===== src/rtl/kmeans_pkg.sv =====
// Shared types and constants for the k-means classification datapath control.
package kmeans_pkg;

  typedef enum logic [2:0] {
    ST_IDLE,
    ST_LOAD_CENT,
    ST_CLASSIFY,
    ST_DRAIN,
    ST_UPDATE,
    ST_CONV_WAIT,
    ST_DONE
  } ctrl_state_e;

  localparam int unsigned RAM_RD_LAT   = 1;
  localparam int unsigned CENT_WR_DLY  = 2;
  localparam int unsigned DEF_MAX_ITER = 16;
  localparam int unsigned MAX_CENT     = 8;
  localparam int unsigned CENT_IDX_W   = 3;

  function automatic logic [MAX_CENT-1:0] onehot(input logic [CENT_IDX_W-1:0] idx);
    onehot = MAX_CENT'(1) << idx;
  endfunction

endpackage


===== src/rtl/classify_addr_gen.sv =====
// Point RAM address counter plus the rd_en -> input_reg_en -> point_valid delay line.
module classify_addr_gen
  import kmeans_pkg::*;
#(
  parameter int unsigned addrWidth = 8
) (
  input  logic                 clk,
  input  logic                 rst,
  input  logic                 start_i,
  input  logic [addrWidth:0]   num_points_i,
  output logic                 ram_rd_en_o,
  output logic [addrWidth-1:0] ram_addr_o,
  output logic                 input_reg_en_o,
  output logic                 point_valid_o,
  output logic                 busy_o,
  output logic                 last_c_o
);

  localparam int unsigned CNT_W = addrWidth + 1;

  logic              rd_en_q, rd_en_d;
  logic [CNT_W-1:0]  addr_q, addr_d;
  logic [RAM_RD_LAT:0] dly_q;

  // Extra counter bit lets N = 2^addrWidth end on the last address without wrapping.
  assign last_c_o = rd_en_q && (addr_q == (num_points_i - CNT_W'(1)));

  always_comb begin
    rd_en_d = rd_en_q;
    addr_d  = addr_q;
    if (start_i) begin
      rd_en_d = 1'b1;
      addr_d  = '0;
    end else if (rd_en_q) begin
      if (last_c_o) begin
        rd_en_d = 1'b0;
      end else begin
        addr_d = addr_q + CNT_W'(1);
      end
    end
  end

  always_ff @(posedge clk) begin
    if (rst) begin
      rd_en_q <= 1'b0;
      addr_q  <= '0;
      dly_q   <= '0;
    end else begin
      rd_en_q <= rd_en_d;
      addr_q  <= addr_d;
      dly_q   <= {dly_q[RAM_RD_LAT-1:0], rd_en_q};
    end
  end

  assign ram_rd_en_o    = rd_en_q;
  assign ram_addr_o     = addr_q[addrWidth-1:0];
  assign input_reg_en_o = dly_q[RAM_RD_LAT-1];
  assign point_valid_o  = dly_q[RAM_RD_LAT];
  assign busy_o         = rd_en_q | (|dly_q);

endmodule


===== src/rtl/classify_controller.sv =====
// Sequencing FSM: centroid load, point streaming, centroid update and convergence loop.
module classify_controller
  import kmeans_pkg::*;
#(
  parameter int unsigned addrWidth    = 8,
  parameter int unsigned centroid_num = 8,
  parameter int unsigned iter_width   = 8,
  parameter int unsigned pipe2_lat    = 2
) (
  input  logic                    clk,
  input  logic                    rst,
  input  logic                    start,
  input  logic [addrWidth:0]      num_points,
  input  logic [3:0]              num_cent,
  input  logic [iter_width-1:0]   max_iter,
  input  logic                    core_cent_valid,
  output logic                    core_cent_ready,
  output logic                    ram_rd_en,
  output logic [addrWidth-1:0]    ram_addr,
  output logic                    input_reg_en,
  output logic                    point_valid,
  output logic                    accum_clear,
  output logic                    first_iteration,
  output logic [centroid_num-1:0] centroid_en,
  output logic [2:0]              cent_cnt,
  input  logic                    conv_valid,
  input  logic                    converged,
  output logic [iter_width-1:0]   iter_count,
  output logic                    busy,
  output logic                    done
);

  localparam int unsigned DRAIN_CYC = RAM_RD_LAT + 1 + pipe2_lat;
  localparam int unsigned CNT_W     = $clog2(DRAIN_CYC + centroid_num + 2);

  ctrl_state_e state_q, state_d;

  logic [addrWidth:0]    n_q, n_d;
  logic [3:0]            k_q, k_d;
  logic [iter_width-1:0] m_q, m_d;
  logic [iter_width-1:0] iter_q, iter_d;
  logic [CENT_IDX_W-1:0] load_idx_q, load_idx_d;
  logic [CENT_IDX_W-1:0] cent_cnt_q, cent_cnt_d;
  logic [CNT_W-1:0]      cnt_q, cnt_d;
  logic [CENT_IDX_W-1:0] k_last;

  logic busy_q, ready_q, first_q, done_q, clear_q;
  logic wr_stage0;
  logic [CENT_WR_DLY-1:0]                 wr_vld_q;
  logic [CENT_WR_DLY-1:0][CENT_IDX_W-1:0] wr_idx_q;

  logic addr_start, addr_last, addr_busy;

  assign k_last = CENT_IDX_W'(k_q - 4'd1);

  // Next state and counters.
  always_comb begin
    state_d    = state_q;
    n_d        = n_q;
    k_d        = k_q;
    m_d        = m_q;
    iter_d     = iter_q;
    load_idx_d = load_idx_q;
    cent_cnt_d = '0;
    cnt_d      = cnt_q;
    unique case (state_q)
      ST_IDLE: begin
        if (start) begin
          n_d        = num_points;
          k_d        = num_cent;
          m_d        = (max_iter == '0) ? iter_width'(DEF_MAX_ITER) : max_iter;
          iter_d     = '0;
          load_idx_d = '0;
          state_d    = ST_LOAD_CENT;
        end
      end
      ST_LOAD_CENT: begin
        if (core_cent_valid) begin
          if (load_idx_q == k_last) begin
            load_idx_d = '0;
            state_d    = ST_CLASSIFY;
          end else begin
            load_idx_d = load_idx_q + CENT_IDX_W'(1);
          end
        end
      end
      ST_CLASSIFY: begin
        if (addr_last) begin
          cnt_d   = '0;
          state_d = ST_DRAIN;
        end
      end
      ST_DRAIN: begin
        if (cnt_q == CNT_W'(DRAIN_CYC - 1)) begin
          cnt_d   = '0;
          state_d = ST_UPDATE;
        end else begin
          cnt_d = cnt_q + CNT_W'(1);
        end
      end
      ST_UPDATE: begin
        // Index holds at K-1 while the last two delayed writes drain.
        cent_cnt_d = (cent_cnt_q == k_last) ? cent_cnt_q : cent_cnt_q + CENT_IDX_W'(1);
        if (cnt_q == CNT_W'(k_q) + CNT_W'(1)) begin
          cent_cnt_d = '0;
          state_d    = ST_CONV_WAIT;
        end else begin
          cnt_d = cnt_q + CNT_W'(1);
        end
      end
      ST_CONV_WAIT: begin
        if (conv_valid) begin
          iter_d  = iter_q + iter_width'(1);
          state_d = (converged || (iter_d == m_q)) ? ST_DONE : ST_CLASSIFY;
        end
      end
      ST_DONE: state_d = ST_IDLE;
      default: state_d = ST_IDLE;
    endcase
  end

  assign addr_start = (state_d == ST_CLASSIFY) && (state_q != ST_CLASSIFY);
  assign wr_stage0  = (state_q == ST_UPDATE) && (cnt_q < CNT_W'(k_q));

  always_ff @(posedge clk) begin
    if (rst) begin
      state_q    <= ST_IDLE;
      n_q        <= '0;
      k_q        <= '0;
      m_q        <= '0;
      iter_q     <= '0;
      load_idx_q <= '0;
      cent_cnt_q <= '0;
      cnt_q      <= '0;
      busy_q     <= 1'b0;
      ready_q    <= 1'b0;
      first_q    <= 1'b0;
      done_q     <= 1'b0;
      clear_q    <= 1'b0;
      wr_vld_q   <= '0;
      wr_idx_q   <= '0;
    end else begin
      state_q    <= state_d;
      n_q        <= n_d;
      k_q        <= k_d;
      m_q        <= m_d;
      iter_q     <= iter_d;
      load_idx_q <= load_idx_d;
      cent_cnt_q <= cent_cnt_d;
      cnt_q      <= cnt_d;
      busy_q     <= (state_d != ST_IDLE);
      ready_q    <= (state_d == ST_LOAD_CENT);
      first_q    <= (state_d == ST_LOAD_CENT);
      done_q     <= (state_d == ST_DONE);
      clear_q    <= addr_start;
      // Delay update writes to line up with the pipe's internal cent_cnt delay.
      wr_vld_q   <= {wr_vld_q[CENT_WR_DLY-2:0], wr_stage0};
      wr_idx_q   <= {wr_idx_q[CENT_WR_DLY-2:0], cent_cnt_q};
    end
  end

  always_ff @(posedge clk) begin
    if (!rst && state_q == ST_UPDATE) begin
      assert (!addr_busy);
    end
  end

  classify_addr_gen #(
    .addrWidth(addrWidth)
  ) u_addr_gen (
    .clk            (clk),
    .rst            (rst),
    .start_i        (addr_start),
    .num_points_i   (n_q),
    .ram_rd_en_o    (ram_rd_en),
    .ram_addr_o     (ram_addr),
    .input_reg_en_o (input_reg_en),
    .point_valid_o  (point_valid),
    .busy_o         (addr_busy),
    .last_c_o       (addr_last)
  );

  // Initial-load writes follow core_cent_valid in the same cycle.
  assign centroid_en =
      (((state_q == ST_LOAD_CENT) && core_cent_valid) ? centroid_num'(onehot(load_idx_q)) : '0) |
      (wr_vld_q[CENT_WR_DLY-1] ? centroid_num'(onehot(wr_idx_q[CENT_WR_DLY-1])) : '0);

  assign core_cent_ready = ready_q;
  assign first_iteration = first_q;
  assign accum_clear     = clear_q;
  assign cent_cnt        = cent_cnt_q;
  assign iter_count      = iter_q;
  assign busy            = busy_q;
  assign done            = done_q;

endmodule


===== config.mk =====
export PLATFORM = sky130hd
export DESIGN_NAME = classify_controller
export DESIGN_NICKNAME = d
export VERILOG_FILES = /design/src/rtl/kmeans_pkg.sv /design/src/rtl/classify_addr_gen.sv /design/src/rtl/classify_controller.sv
export SDC_FILE = /design/constraint.sdc
export NUM_CORES = 1
export LEC_CHECK = 0
export ABC_AREA = 1
export CAP_MARGIN = 30
export CORE_MARGIN = 2
export CORE_UTILIZATION = 54
export CTS_CLUSTER_SIZE = 14
export DETAILED_ROUTE_END_ITERATION = 6
export GPL_TIMING_DRIVEN = 0
export PLACE_DENSITY = 0.8
export SLEW_MARGIN = 10
export SYNTH_ARGS = -nofsm -noshare
export SYNTH_HDL_FRONTEND = slang
export SYNTH_SLANG_ARGS = --single-unit
export TNS_END_PERCENT = 10

===== constraint.sdc =====
create_clock -name clk -period 2.8 [get_ports clk]
set_input_delay 0.28 -clock clk [delete_from_list [all_inputs] [get_ports clk]]
set_output_delay 0.28 -clock clk [all_outputs]
set_load 0.02 [all_outputs]

[Word level (Yosys, flattened, before mapping)]
Index checks and enable logic that the tools add are counted.
Word-level totals
  register bits after elaboration: 66
  bits of input ports: 27
  output and inout bits: 35
Operators by class
  $add $sub $neg: 8
  $lt $le $gt $ge: 1
  eq/ne operators: 20
  shift operators: 2
  mux-type cells: 26
  bitwise logic cells: 3
  reductions and logical operators: 18
Operators with widths (number)
  8-bit two-way mux: 5
  3-bit two-way mux: 11
  3-bit one-hot mux with 6 select lines: 1
  8-bit one-hot mux with 2 select lines: 1
  1-bit by 3-bit left shift with 8-bit output, first input constant: 2
  4-bit two-way mux: 3
  4-bit one-hot mux with 3 select lines: 1
  2-bit != test, second input constant: 5
  9-bit by 1-bit adder with 9-bit output, second input constant: 1
  3-bit by 2-bit equality test with 1-bit output, second input constant: 3
  3-bit equality test, second input constant: 3
  9-bit equality test: 1
  3-bit AND reduction: 3
  9-bit by 1-bit subtractor with 9-bit output, second input constant: 1
  4-bit by 1-bit adder with 4-bit output, second input constant: 2
  8-bit by 1-bit adder with 8-bit output, second input constant: 1
  8-bit equality test: 1
  8-bit logical NOT: 1
  8-bit bitwise OR: 1
  3-bit by 1-bit adder with 3-bit output, second input constant: 2
  3-bit by 1-bit equality test with 1-bit output, second input constant: 2
  3-bit equality test: 2
  3-bit one-hot mux with 2 select lines: 1
  3-bit nonzero test: 2
  other kinds (14): 22

[Longest topological paths before layout]
Gate-level depths: netlist of the first run.
  word-level depth: 9
  depth in mapped cells: 16

[Modules after synthesis]
A second synthesis of the first run with hierarchy kept.
Second synthesis, totals
  cells, all modules: 587
  area total of the unflattened synthesis: 3982.6 µm²
By module, submodules not included
  classify_controller: times used 1, cells an instance 420, area each 2977.9 µm²
  classify_addr_gen: times used 1, cells an instance 167, area each 1004.7 µm²

[Least setup slack after synthesis of the first run]
No wires, ideal clock.
  path type: register to register
  start point: register k_q[0]
  end point: register u_addr_gen.addr_q[1]
  setup time: 0.132 ns
  arrival time: 1.873 ns
  required time: 2.668 ns
  slack: 0.795 ns
  cell stages (with the launch flop): 11
  path buffers: 0
  clock period less this slack: 2.005 ns
  cell sequence: dfxtp_1 > inv_1 > ha_1 > xor2_1 > nand4_2 > o21ai_1 > nand3_1 > nor2_2 > nand3_2 > nor2_4 > nor3_1
On the way
  word-level cells in the longest chain between the ends: 8
  elaborated cells between the ends (all ways): 11
RTL lines
  from (decl): line classify_controller.sv:39  | logic [3:0] k_q, k_d;
  from (signal assigned): line classify_controller.sv:145  | k_q <= k_d;
  3-bit by 1-bit subtractor with 3-bit output: line classify_controller.sv:54  | assign k_last = CENT_IDX_W'(k_q - 4'd1);
  3-bit equality test: line classify_controller.sv:79  | if (load_idx_q == k_last) begin
  3-bit two-way mux: line classify_controller.sv:79
  3-bit two-way mux: line classify_controller.sv:78  | if (core_cent_valid) begin
  3-bit one-hot mux with 6 select lines (*): line classify_controller.sv:66  | unique case (state_q)
  3-bit by 2-bit equality test with 1-bit output (*): line classify_controller.sv:122  | assign addr_start = (state_d == ST_CLASSIFY) && (state_q != ST_CLASSIFY);
  1-bit logical AND (*): line classify_controller.sv:122
  2-bit OR reduction (no source line) (*)
  to (signal assigned): line classify_addr_gen.sv:50  | addr_q <= addr_d;
  to (decl): line classify_addr_gen.sv:22  | logic [CNT_W-1:0] addr_q, addr_d;
Every way passes the cells marked *; elsewhere a longest branch is shown, timed or not.
A chain may end at the register's enable or synchronous reset.

[Worst setup path in the final report of the first run]
  start point: register state_q[0]
  end point: output centroid_en[3]
On the way
  word-level cells in the longest chain between the ends: 4
RTL lines
  from (decl): line classify_controller.sv:36  | ctrl_state_e state_q, state_d;
  from (signal assigned): line classify_controller.sv:143  | state_q <= state_d;
  3-bit by 1-bit equality test with 1-bit output: line classify_controller.sv:185  | (((state_q == ST_LOAD_CENT) && core_cent_valid) ? centroid_num'(onehot(load_idx_q)) : '0) |
  1-bit logical AND: line classify_controller.sv:185
  8-bit two-way mux: line classify_controller.sv:185
  8-bit bitwise OR: line classify_controller.sv:185
  to (decl): line classify_controller.sv:24  | output logic [centroid_num-1:0] centroid_en,
Every way passes these cells.

==> results of run 1 <==
-- cell type report --
cell class                      instances  area [sq um]
Fill cell                             612          2252
Multi-Input combinational cell        419          2180
Sequential cell                        66          1321
Timing Repair Buffer                   60         600.6
Inverter                               88         330.3
Clock buffer                           12         165.2
Buffer                                 24         130.1
Tap cell                               99         123.9
Clock inverter                          4         72.57
-- cell usage after synthesis --
library cell	number	area [sq um]
a211oi_1	2	15.01
a21oi_1	34	170.2
a2bb2oi_1	1	8.760
a31oi_1	1	6.260
buf_2	2	10.01
buf_4	10	75.07
clkbuf_1	12	45.04
dfxtp_1	66	1321
ha_1	17	212.7
inv_1	83	311.6
inv_2	5	18.77
nand2_1	142	533.0
nand2_2	6	37.54
nand3_1	57	285.3
nand3_2	1	10.01
nand3b_1	4	30.03
nand4_1	8	50.05
nand4_2	1	12.51
nor2_1	54	202.7
nor2_2	5	31.28
nor2_4	1	11.26
nor3_1	13	65.06
nor4_1	2	12.51
o211ai_1	1	7.510
o21ai_0	28	140.1
o21ai_1	3	15.01
o21ai_2	1	8.760
o21bai_1	2	15.01
o32ai_1	6	52.55
or2_2	3	18.77
xnor2_1	8	70.07
xor2_1	18	157.7
-- registers in the layout, summed over array words and instances, names as in the netlist --
signal                  cells
state_q                     3
u_addr_gen.ram_rd_en_o      1
k_q                         4
u_addr_gen.dly_q            2
cnt_q                       4
m_q                         8
accum_clear                 1
busy                        1
n_q                         9
first_iteration             1
wr_idx_q                    6
wr_vld_q                    2
cent_cnt                    3
load_idx_q                  3
done                        1
iter_count                  8
u_addr_gen.addr_q           9
-- worst register-to-register path, stage by stage (launching register included) --
cell	delay, ps
dfxtp_1	480
inv_1	100
ha_1	380
xor2_1	190
nand4_2	160
o21ai_1	200
nand3_1	110
nor2_2	160
nand3_2	130
nor2_4	300
nor3_1	80
-- kinds of logic (layout without fill, tap and decap cells) --
group	after synthesis	in the layout	share of synthesized area, %
and+or+nand+nor	297	297	32.82
buffers and inverters	112	188	11.62
AOI/OAI and AO/OA	79	79	11.09
DFF	66	66	33.35
xor gates and xnor gates	26	26	5.749
adders and majority gates	17	17	5.369
-- per-layer routing --
layer / share of wire [%] / vias to the layer above / GRT usage, %
met2: 51 / 101 / 47.86
met1: 43 / 1874 / 30.06
met4: 1.5 / 0 / 9.362
li1: - / 2052 / -
met5: 0 / - / 0
met3: 3.9 / 12 / 4.936
-- stage by stage --
step | setup WS [ps] | instance area [sq um] | instances | utilization, % | power (uW)
floorplan | 794.7 | 3961 | 597 | - | 1287
global placement | 472.6 | 4686 | 756 | 65.30 | 1394
detailed placement | 405.4 | 4686 | 756 | 65.30 | 1406
CTS | 312.8 | 4923 | 772 | 68.61 | 2350
global route | 148.2 | 4923 | 772 | 68.61 | 2449
finish | 301.7 | 4923 | 772 | 68.61 | 2344
-- power by group --
| group | total, uW | internal (uW) | switching, uW | leakage [uW] |
|---|---|---|---|---|
| Sequential | 1010 | 975 | 34.5 | 0.000537 |
| Combinational | 382 | 153 | 229 | 0.00147 |
| Clock | 952 | 573 | 379 | 0.000119 |
| Total | 2340 | 1700 | 643 | 0.00213 |
-- worst max path at each step --
stage | slack, ps | endpoint | start
after floorplan | 790 | u_addr_gen.addr_q[1] | k_q[0]
after global placement | 470 | u_addr_gen.addr_q[5] | k_q[0]
after detailed placement | 410 | u_addr_gen.addr_q[5] | k_q[0]
after CTS | 310 | centroid_en[3] | state_q[0]
after global routing | 150 | u_addr_gen.ram_rd_en_o | k_q[0]
final | 300 | centroid_en[3] | state_q[0]
==> results.cfg, run 1 <==
[outcome]
status = finished, final reports clean

[floorplan]
die_area_sq_mm = 0.008037
die_h_microns = 89.65
dieWidth_microns = 89.65
initial_core_util_pct = 55.20
io_pins = 62
rows = 31
coreArea_sq_mm = 0.007176

[worst_setup_path]
max_stage_delay_ps = 630
r2r_setup_slack_ps = 360
rr_startpoint = k_q[0]
cpMostUsedCell = nand2_1
path_cells = inv_2 > nor3_1 > nand2_1 > inv_1 > nand2_1 > o21ai_0 > clkdlybuf4s50_1
r2r_end = u_addr_gen.addr_q[5]
path_delay_family = buffers and inverters
cp.required_ps = 2520
critPathMaxFanout = 8
path_depth = 7
critPathBufInv = 3
worstRegToRegCells = 10
critPathCaptureType = output port
arrival_ps = 2220
start_kind = register
crit_slowest_cell = clkdlybuf4s50_1
setup.worst_path.class = reg2out

[cells_and_area]
nets = 712
syn2layout_area_growth_pct = 24.29
final_cell_mix = 142 x nand2_1, 83 x inv_1, 66 x dfxtp_1, 60 x clkdlybuf4s50_1, 57 x nand3_1
drive_gt1_share_pct = 7.578
antenna_cells = 0
final_common_cell = nand2_1

[min_path]
hold_path_startpoint = rst
holdCritPathClass = in2reg
whs_endpoint = state_q[1]
hold-path-cell-count = 2

[logic_synthesis]
yosysUniqueCellTypes = 32
avgSynthCellArea_sq_um = 6.635
syn-cell-area_sq_mm = 0.003961
synth_fp_nets = 641
ys_warn_count = 0
syn-instance-count = 597
synth_seq_area_share_pct = 33.35
ys_ff_latch = 66

[global_route]
grt_overflow_total = 0
first_global_vias = 3748
grt_use_total_pct = 26.11
grt_max_degree = 12
antenna_found_initial = 0
grt_pass1_wl_microns = 16340

[placed_design]
gp_congestion = 0.8889
place_hpwl_microns = 7185
portBuffers = 60

[route]
avgRoutedWirePerCell_microns = 12.60
vias_per_cell = 5.232
drc_errors = 0
drtAntennaViolNets = 0
first_pass_iters = 4
drtIter0Drc = 251
via_count = 4039
wirelength_microns = 9730

[sta]
tightestPinTransition_ps = 687.0
slew_viol_final = 0
totalNegativeSetupSlack_ps = 0
relSlewSlack_pct = 54.03
setup_viol = 0
worst_clock_skew_ps = 11.83
hold_viol = 0
rsz0062_at_grt = false
clock.fmax_mhz = 400.3
period_needed_ps = 2498
hold_slack_ps = 365.4
period_share_pct = 89.22

[power_and_ir_drop]
leakage_uw = 0.002127
p_per_area_mw_per_mm2 = 476.0
peakVddDrop_mv = 0.2398

[clock_network]
clockBufferDepth = 2
clk_latency_ps = 350
cts_root_buf = clkbuf_8
cts_made_buffers = 9
hold_buffers = 0
clk_pin_slew_ps = 70
tritoncts = built
postCtsSetupBuffers = 0
cts_resized = 0
htreeDepth = 3
numClockSinks = 66

[job]
max_cap_violations = 0
Power figures use the tool's default switching activity.
==> run 2: changes to the inputs <==
--- a/config.mk
+++ b/config.mk
@@ -13,6 +13,7 @@
 export DETAILED_ROUTE_END_ITERATION = 6
 export GPL_TIMING_DRIVEN = 0
 export PLACE_DENSITY = 0.8
+export REMOVE_ABC_BUFFERS = 1
 export SLEW_MARGIN = 10
 export SYNTH_ARGS = -nofsm -noshare
 export SYNTH_HDL_FRONTEND = slang
==> run 2 against run 1 <==
Net effect:
- die area stayed put
- maximum frequency is 0.85% higher
- clock power is 19% lower
- sequential share of layout area is 0.73 points higher
- first-iteration DRC count is 5.2% lower
- sequential power hardly changed
- clock skew is 3.3 ps lower
- worst setup slack better by 21 ps
- final cell count is 2.6% lower
- global-route usage is 2.3 points lower
- critical path depth is 4 higher
- flip-flop and latch count stayed put
- critical path type is now reg2reg
- largest cell class unchanged
==> results.cfg, run 2 (synthesized netlist as in run 1, its figures left out) <==
[power_and_ir_drop]
leakage_uw = 0.002053
peakVddDrop_mv = 0.3265
p_per_area_mw_per_mm2 = 450.7

[sta]
period_share_pct = 88.47
slew_viol_final = 0
rsz0062_at_grt = false
relSlewSlack_pct = 40.86
hold_viol = 0
worst_clock_skew_ps = 8.549
period_needed_ps = 2477
totalNegativeSetupSlack_ps = 0
setup_viol = 0
clock.fmax_mhz = 403.7
tightestPinTransition_ps = 884.3

[floorplan]
die_h_microns = 89.65
die_area_sq_mm = 0.008037
dieWidth_microns = 89.65
rows = 31
initial_core_util_pct = 55.20
io_pins = 62
coreArea_sq_mm = 0.007176

[clock_network]
cts_made_buffers = 9
clk_pin_slew_ps = 70
numClockSinks = 66
clockBufferDepth = 2
cts_resized = 0
hold_buffers = 0
clk_latency_ps = 340
cts_root_buf = clkbuf_8
tritoncts = built
htreeDepth = 3

[route]
avgRoutedWirePerCell_microns = 12.19
drtAntennaViolNets = 0
first_pass_iters = 4
vias_per_cell = 5.164
drc_errors = 0
wirelength_microns = 9167
via_count = 3883
drtIter0Drc = 238

[min_path]
hold-path-cell-count = 2
whs_endpoint = wr_idx_q[4]
holdCritPathClass = reg2reg
hold_path_startpoint = wr_idx_q[1]

[placed_design]
portBuffers = 61
gp_congestion = 0.9358
post_dp_cell_area_sq_mm = 0.004586
place_hpwl_microns = 6694

[global_route]
grt_use_total_pct = 23.82
antenna_found_initial = 0
grt_pass1_wl_microns = 15100
grt_max_degree = 42
first_global_vias = 3431
grt_overflow_total = 0

[cells_and_area]
multi_input_area_sq_mm = 0.002185
fill_cells = 628
regArea_sq_mm = 0.001321
nets = 693
final_common_cell = nand2_1
syn2layout_area_growth_pct = 21.00
antenna_cells = 0
drive_gt1_share_pct = 6.279
largest_registers = n_q: 9 flops, u_addr_gen.addr_q: 9 flops
final_cell_mix = 142 x nand2_1, 83 x inv_1, 66 x dfxtp_1, 61 x clkdlybuf4s50_1, 56 x nand3_1
final_area_sq_mm = 0.004793

[worst_setup_path]
rr_startpoint = k_q[0]
setup.worst_path.class = reg2reg
worstRegToRegCells = 11
cp.required_ps = 3080
start_kind = register
r2r_end = u_addr_gen.ram_rd_en_o
r2r_setup_slack_ps = 320
arrival_ps = 2760
critPathMaxFanout = 10
critPathCaptureType = register

[outcome]
status = finished, final reports clean

[job]
max_cap_violations = 0
==> run 2: cell types whose count changed in the layout (fill, tap and decap cells not counted) <==
cell	previous run	this run
clkinvlp_4	1	0
nand3_2	1	2
clkinv_2	1	2
clkbuf_1	12	2
clkdlybuf4s50_1	60	61
bufinv_16	2	1
buf_8	0	1
nand3_1	57	56
buf_2	2	0
clkbuf_8	12	10
buf_4	10	3
==> run 2: worst max-delay path by stage <==
| stage | from | to | cells after the start | slack [ps] |
|---|---|---|---|---|
| 6_report | k_q[0] | u_addr_gen.ram_rd_en_o | 11 | 320 |
| 5_1_grt | k_q[0] | u_addr_gen.ram_rd_en_o | 11 | 80 |
| 4_1_cts | n_q[0] | u_addr_gen.addr_q[3] | 14 | 270 |
| 3_5_place_dp | n_q[0] | u_addr_gen.addr_q[3] | 14 | 290 |
| 3_3_place_gp | start | load_idx_q[2] | 6 | -60 |
| 2_1_floorplan | k_q[0] | u_addr_gen.addr_q[0] | 10 | 760 |
==> run 2: metrics by stage <==
stage / total power, uW / hold slack [ps] / utilization, % / setup WS (ps) / cells
6_report: 2160 / 400.1 / 66.80 / 322.9 / 752
5_1_grt: 2266 / 413.2 / 66.80 / 81.52 / 752
4_1_cts: 2167 / 401.5 / 66.49 / 270.9 / 749
3_5_place_dp: 1399 / 392.0 / 63.91 / 294.2 / 734
3_3_place_gp: 1384 / 391.9 / 63.63 / -57.30 / 733
2_1_floorplan: 1274 / 349.1 / - / 764.4 / 573
==> run 2: routing by layer <==
layer | global-route usage (%) | share of wire, % | up-vias
met3 | 4.662 | 5.2 | 9
met5 | 0 | 0 | -
met2 | 39.71 | 47 | 106
met4 | 6.920 | 1.1 | 0
met1 | 31.35 | 47 | 1759
li1 | - | - | 2009
==> run 2: critical path, stage by stage, from the launching register on <==
cell     delay, ps
dfxtp_1        460
inv_1          110
ha_1           400
xor2_1         190
nand4_2        170
o21ai_1        200
nand3_1        130
nor2_2         190
nand3_2        130
nor2_4         280
nand2_2         80
nand2_1         70
==> run 2: power by group <==
group          internal, uW  switching [uW]
Clock                   428             346
Sequential              975            34.3
Combinational           150             226
Total                  1550             606
==> run 2: layout make-up <==
| class | instances | area share, % |
|---|---|---|
| Timing Repair Buffer | 65 | 13.52 |
| Sequential cell | 66 | 27.56 |
| Multi-Input combinational cell | 419 | 45.58 |
| Clock inverter | 3 | 0.8353 |
| Tap cell | 99 | 2.584 |
| Clock buffer | 12 | 3.028 |
| Inverter | 88 | 6.891 |
==> run 2: timing repair <==
action                                  in CTS  in global routing
buffers inserted                             0                  3
endpoints found under the setup margin       0                  3
endpoints found under the hold margin        0                  0
==> run 3: changes to the inputs <==
--- a/config.mk
+++ b/config.mk
@@ -7,6 +7,7 @@
 export LEC_CHECK = 0
 export ABC_AREA = 1
 export CAP_MARGIN = 30
+export CORE_ASPECT_RATIO = 2
 export CORE_MARGIN = 2
 export CORE_UTILIZATION = 54
 export CTS_CLUSTER_SIZE = 14
==> run 3 against run 2 <==
Net effect:
- utilization is 1.6 points higher
- flip-flop and latch count stayed put
- final cell count is 0.93% lower
- global-route usage is 2.0 points higher
- worst setup slack worse by 70 ps
- register-to-register slack worse by 20 ps
- total power is 26% higher
- non-clock buffer count is 1 lower
- first-iteration DRC count is 26% higher
- clock power is 72% higher
- die area is 0.51% higher
- largest cell class unchanged
==> results.cfg, run 3 (synthesized netlist as in run 1, its figures left out) <==
[worst_setup_path]
path_depth = 5
crit_slowest_cell = clkdlybuf4s50_1
r2r_setup_slack_ps = 300
critPathMaxFanout = 8
cp.required_ps = 2520
arrival_ps = 2270
critPathCaptureType = output port
max_stage_delay_ps = 670
setup.worst_path.class = reg2out
worstRegToRegCells = 10
critPathBufInv = 2
start_kind = register
rr_startpoint = k_q[0]
path_delay_family = buffers and inverters
path_cells = inv_2 > nor3_1 > nand2_1 > o32ai_1 > clkdlybuf4s50_1
r2r_end = u_addr_gen.addr_q[4]

[floorplan]
die_h_microns = 125.1
rows = 44
initial_core_util_pct = 54.93
dieWidth_microns = 64.56
coreArea_sq_mm = 0.007212
io_pins = 62
die_area_sq_mm = 0.008078

[power_and_ir_drop]
peakVddDrop_mv = 0.5526
finalPower_uw = 2725
p_per_area_mw_per_mm2 = 552.0
leakage_uw = 0.002119

[outcome]
status = finished, final reports clean

[sta]
rsz0062_at_grt = false
slew_viol_final = 0
clock.fmax_mhz = 392.6
hold_viol = 0
period_share_pct = 90.96
tightestPinTransition_ps = 787.7
relSlewSlack_pct = 47.29
totalNegativeSetupSlack_ps = 0
period_needed_ps = 2547
worst_clock_skew_ps = 6.260
setup_viol = 0

[route]
drc_errors = 0
first_pass_iters = 5
drtIter0Drc = 301
vias_per_cell = 5.287
drtAntennaViolNets = 0
via_count = 3939
wirelength_microns = 10070
avgRoutedWirePerCell_microns = 13.51

[job]
max_cap_violations = 0

[global_route]
busiest_layer = met2
use_met3_pct = 4.766
first_global_vias = 3776
antenna_found_initial = 0
grt_overflow_total = 0
use_met2_pct = 49.26
grt_pass1_wl_microns = 16480
grt_use_total_pct = 25.85
grt_max_degree = 35
use_met1_pct = 26.04

[placed_design]
place_hpwl_microns = 7319
portBuffers = 61
gp_congestion = 0.9408

[clock_network]
tritoncts = built
clk_latency_ps = 330
hold_buffers = 0
numClockSinks = 66
clk_pin_slew_ps = 50
cts_made_buffers = 9
cts_root_buf = clkbuf_16
htreeDepth = 3
clockBufferDepth = 2

[min_path]
holdCritPathClass = reg2reg
hold-path-cell-count = 2
whs_endpoint = wr_vld_q[1]
hold_path_startpoint = wr_vld_q[0]

[cells_and_area]
final_cell_mix = 142 x nand2_1, 83 x inv_1, 66 x dfxtp_1, 60 x clkdlybuf4s50_1, 57 x nand3_1
fin_util_pct = 68.44
nets = 692
antenna_cells = 0
fill_cells = 636
largest_registers = n_q: 9 flops, u_addr_gen.addr_q: 9 flops
drive_gt1_share_pct = 6.432
syn2layout_area_growth_pct = 24.61
final_common_cell = nand2_1
-- run 3: cell types whose count changed in the layout (fill, tap and decap cells not counted), sizes merged --
cell / previous run / this run
bufinv: 1 / 3
clkinv: 2 / 0
clkdlybuf4s50: 61 / 60
clkinvlp: 0 / 1
-- run 3: where the power goes --
group          leakage, uW  internal, uW  switching [uW]
clock network     0.000169           918             416
logic              0.00141           151             226
registers         0.000537           977            35.7
total              0.00212          2050             679
-- run 3: worst max path at each step --
stage | startpoint | to
after floorplan | k_q[0] | u_addr_gen.addr_q[0]
after global placement | rst | cent_cnt[2]
after CTS | state_q[0] | centroid_en[5]
final | state_q[0] | centroid_en[5]
after detailed placement | n_q[0] | u_addr_gen.addr_q[4]
after global routing | k_q[0] | u_addr_gen.addr_q[1]
-- run 3: timing repair --
item	4_1_cts	5_1_grt
setup endpoints to repair	0	6
endpoints found under the hold margin	0	0
setup buffers	0	2
gates resized for setup	0	0
-- run 3: area by class of cell --
cell class / instances / area, sq um / share of cell area [%]
well taps: 92 / 115.1 / 2.332
repair buffers: 64 / 635.6 / 12.88
clock buffers: 12 / 256.5 / 5.196
multi-input cells: 419 / 2180 / 44.16
flip-flops and latches: 66 / 1321 / 26.77
clock inverters: 4 / 97.59 / 1.977
inverters: 88 / 330.3 / 6.692
-- run 3: tightest hold or removal path, stage by stage, from the launching register on --
cell	delay, ps
dfxtp_1	290
inv_1	40
nor2_1	30
-- run 3: metal layers --
| metal | vias up | part of all wire (%) |
|---|---|---|
| met4 | 0 | 2.6 |
| met2 | 108 | 55 |
| met5 | - | 0 |
| met3 | 24 | 3.7 |
| met1 | 1793 | 39 |
| li1 | 2014 | - |
-- run 3: per-stage QoR --
stage,area (sq um),hold slack [ps],cells,setup WS [ps]
after floorplan,3831,349.1,573,764.4
after global placement,4557,389.5,726,8.572
after detailed placement,4567,398.3,727,319.4
after CTS,4921,405.3,743,268.7
after global routing,4936,421.1,745,82.53
final,4936,404.1,745,253.1
==> RTL change 1: new RTL, config.mk and constraints of run 1 <==
Make the reset (`rst`) asynchronous in 2 clocked blocks.
--- a/src/rtl/classify_addr_gen.sv
+++ b/src/rtl/classify_addr_gen.sv
@@ -41,5 +41,5 @@
   end
 
-  always_ff @(posedge clk) begin
+  always_ff @(posedge clk or posedge rst) begin
     if (rst) begin
       rd_en_q <= 1'b0;
--- a/src/rtl/classify_controller.sv
+++ b/src/rtl/classify_controller.sv
@@ -123,5 +123,5 @@
   assign wr_stage0  = (state_q == ST_UPDATE) && (cnt_q < CNT_W'(k_q));
 
-  always_ff @(posedge clk) begin
+  always_ff @(posedge clk or posedge rst) begin
     if (rst) begin
       state_q    <= ST_IDLE;
Function: differs if rst is asserted again (counterexample within 4 cycles, from zero or initial values and one cycle with rst high); with rst held inactive, the same outputs for 10 cycles.
==> RTL change 1 against run 1 <==
- synthesized area is 0.69% lower
- worst hold slack worse by 0.014 ns
- count of clock-buffer cells in the layout is 2 lower
- register-to-register slack better by 0.11 ns
- worst setup slack worse by 0.086 ns
- sequential cell count stayed put
- wire length is 12% lower
- highest routed layer unchanged
- final area is 1.7% lower
Power is not compared: it rests on default switching activity, and its combinational part moved more than twofold at a synthesized area within 25%.
==> RTL change 1: results (changes against run 1) <==
[min_path]
min_to = wr_idx_q[3]$_DFF_PP0_
hp-class = flop to flop
holdPathStages = 0  ; -2
min-delay-start = wr_idx_q[0]$_DFF_PP0_

[power_and_ir_drop]
intPower_uw = 2448
ir_drop_uv = 604.6
power_leakage_uw = 0.002304

[grt]
track_usage_pct = 23.07  ; -3.0 points
grt_pass1_vias = 3318  ; -11%
grt_max_degree = 67  ; +55
grt_pass1_wl_um = 14350  ; -12%

[placed_design]
place_area_mm2 = 0.004671  ; -0.32%
place_ws_ns = 0.4785  ; +0.07308 ns
gp_congestion = 0.8557  ; -3.7%
dp_hpwl_um = 6624  ; -7.8%
placedCellCount = 651  ; -14%
port_buffers = 61  ; +1.7%

[run_status]
status = completed

[logic_synthesis]
synth_common_cells = nand2_1 (131), dfrtp_1 (66), inv_1 (62), nor2_1 (33), nand3_1 (30)
async_flop_share_pct = 100.0  ; +100 points
synthFlopType = dfrtp_1
syn-num-nets = 535  ; -17%
synth-seq-area-share_pct = 41.98  ; +8.6 points
yosys-top-cells-area = dfrtp_1 (42%), nand2_1 (13%), inv_1 (5.9%)
avgSynthCellArea_um2 = 8.012  ; +21%
ys_types = 40  ; +25%

[worst_setup_path]
r2r_start = k_q[0]$_DFFE_PP0P_
arrival_ns = 2.30  ; +0.08 ns
timing.critical_path.from = state_q[1]$_DFF_PP0_
r2r_slack_ns = 0.47  ; +0.11 ns
regToRegEndpoint = u_addr_gen.addr_q[2]$_DFFE_PP0P_
crit_path_end = centroid_en[1]
reg2reg_depth = 13  ; +3
max_stage_delay_ns = 0.65  ; +0.02 ns

[drt]
vias = 3428  ; -15%
dr.pass1.iters = 5  ; +1
viasPerCell = 5.139  ; -1.8%
first_iter_violations = 178  ; -29%
wirelength_um = 8599  ; -12%

[clock_tree]
postCtsSetupBuffers = 0  ; unchanged
cts.path.max_buffers = 2  ; unchanged
clockRootBuffer = clkbuf_8
cts_buffers = 9  ; unchanged
htree_levels = 3  ; unchanged

[timing]
min_period_ns = 2.584  ; +0.08592 ns
skew_ns = 0.008683  ; -0.003149 ns
relSlewSlack_pct = 46.78  ; -7.2 points

[finish]
nNetsFinal = 607  ; -15%
nFillCells = 634  ; +3.6%
drive_gt1_share_pct = 12.68  ; +5.1 points

==> RTL change 1: area by class of cell <==
| class | instances | share of cell area, % |
|---|---|---|
| Multi-Input combinational cell | 339 | 39.30 |
| Sequential cell | 66 | 34.11 |
| Timing Repair Buffer | 61 | 12.61 |
| Inverter | 73 | 6.150 |
| Clock buffer | 10 | 2.636 |
| Tap cell | 99 | 2.558 |
| Buffer | 13 | 1.731 |
| Clock inverter | 6 | 0.9044 |
==> RTL change 1: kinds of logic after synthesis <==
kind of cell | share of synthesized area (%)
xor gates and xnor gates | 5.725
adders and majority gates | 5.407
buffers and inverters | 9.637
DFF | 41.98
AOI/OAI and AO/OA | 10.15
and+or+nand+nor | 27.10
==> RTL change 1: critical path, delay by kind of cell, from the launching register on <==
family | cells | cell delay [ns]
and+or+nand+nor | 2 | 0.56
buffers and inverters | 1 | 0.65
DFF | 1 | 0.44
AOI/OAI and AO/OA | 1 | 0.31
==> RTL change 1: metrics by stage <==
| stage | utilization, % | hold slack [ns] |
|---|---|---|
| final | 67.85 | 0.3511 |
| after global routing | 67.85 | 0.3591 |
| after CTS | 67.85 | 0.3530 |
| after detailed placement | 65.45 | 0.3362 |
| after global placement | 65.41 | 0.3325 |
| after floorplan | - | 0.3312 |
==> RTL change 1: routing by layer <==
layer | vias up | part of all wire, % | track usage, %
met2 | 99 | 52 | 40.81
li1 | 1712 | - | -
met5 | - | 0 | 0
met4 | 0 | 2.4 | 10.45
met3 | 17 | 4.1 | 3.601
met1 | 1600 | 42 | 27.55
==> RTL change 1: power by group through the flow <==
stage / clock network (uW) / registers, uW / logic, uW
global route: 742 / 1540 / 2450
floorplan: 0 / 1490 / 1580
detailed placement: 0 / 1510 / 2170
finish: 701 / 1500 / 2170
CTS: 710 / 1500 / 2190
global placement: 0 / 1490 / 2080
==> RTL change 2: new RTL, flow settings as in run 1 <==
Without the edit above. Change the package constant `MAX_CENT` from 8 to 7.
--- a/src/rtl/kmeans_pkg.sv
+++ b/src/rtl/kmeans_pkg.sv
@@ -15,5 +15,5 @@
   localparam int unsigned CENT_WR_DLY  = 2;
   localparam int unsigned DEF_MAX_ITER = 16;
-  localparam int unsigned MAX_CENT     = 8;
+  localparam int unsigned MAX_CENT     = 7;
   localparam int unsigned CENT_IDX_W   = 3;
 
Formal check against the unedited RTL: not equivalent (Yosys sat finds a counterexample within 10 cycles, from zero or initial values and one cycle with rst high).
==> RTL change 2 against run 1 <==
- final cell count decreased by 6.1%
- count of clock-buffer cells in the layout shrank 1
- die area decreased by 3.8%
- power is 8.4% lower
- synthesized area fell by 3.9%
- final area down 4.3%
- sequential share of layout area is 1.2 points higher
- worst setup slack gained 0.042 ns
- wire length decreased by 6.9%
- sequential cell count stayed put
- critical path type unchanged
- largest cell class unchanged
==> RTL change 2: results (changes against run 1) <==
[drt]
dr_wl_met2_um = 4469  ; -10%
wirelength_um = 9061  ; -6.9%
dr.pass1.iters = 5  ; +1
wl_met3_um = 450  ; +18%

[finish]
multi_input_cells = 383  ; -8.6%
nNetsFinal = 667  ; -6.3%
n_all_inverters = 83  ; -5.7%
multi_input_area_share_pct = 43.13  ; -1.1 points
clk_share_pct = 4.143  ; -0.69 points
buffers_excl_clock = 81  ; -3.6%
drive_gt1_share_pct = 8.903  ; +1.3 points
nFillCells = 564  ; -7.8%
instances_no_fill = 725  ; -6.1%

[power_and_ir_drop]
comb_power_uw = 348  ; -8.9%
p_switching_uw = 592.3  ; -7.9%
ir_drop_uv = 434.3  ; +81%
power_leakage_uw = 0.002010  ; -5.5%

[logic_synthesis]
yosys-top-cells-area = dfxtp_1 (35%), nand2_1 (12%), inv_1 (7.7%)
synth-seq-area-share_pct = 34.73  ; +1.4 points
syn-num-nets = 597  ; -6.9%
synthCells = 554  ; -7.2%
synth_area_mm2 = 0.003805  ; -3.9%

[grt]
met2_usage_pct = 42.42  ; -5.4 points
grtUsageMet1_pct = 29.95  ; -0.11 points
grt_pass1_vias = 3308  ; -12%
track_usage_pct = 24.36  ; -1.7 points
grt_pass1_wl_um = 14580  ; -11%
met3_usage_pct = 4.053  ; -0.88 points

[worst_setup_path]
regToRegEndpoint = u_addr_gen.addr_q[0]$_SDFFE_PP0P_
arrival_ns = 2.18  ; -0.04 ns
reg2reg_depth = 11  ; +1
crit_path_end = centroid_en[1]
r2r_slack_ns = 0.41  ; +0.05 ns

[placed_design]
placedCellCount = 709  ; -6.2%
gp_congestion = 0.8869  ; -0.22%
place_ws_ns = 0.4555  ; +0.05012 ns
dp_hpwl_um = 6849  ; -4.7%
port_buffers = 59  ; -1.7%
place_area_mm2 = 0.004516  ; -3.6%

[run_status]
status = completed

RTL change 2: cell types whose count changed after synthesis, sizes merged, moves of 2 or more:
cell,run 1,this run
xnor2,8,12
nor2,60,78
buf,12,14
nor3,13,5
nand2,148,131
nand3,58,27
clkbuf,12,8
inv,88,83
RTL change 2: logic make-up (layout without fill, tap and decap cells):
family,after synthesis,after routing,share of synthesized area [%]
compound gates,78,78,11.61
fa+ha+maj,16,16,5.261
buf+inv,105,180,11.87
other cells,1,1,0.09856
simple gates,258,258,29.33
xor+xnor,30,30,7.103
flops,66,66,34.73
RTL change 2: per-stage QoR:
step / power (uW) / hold WS, ns
detailed placement: 1370 / 0.3948
floorplan: 1258 / 0.3883
finish: 2147 / 0.1761
global route: 2248 / 0.1730
global placement: 1359 / 0.3938
CTS: 2157 / 0.1642
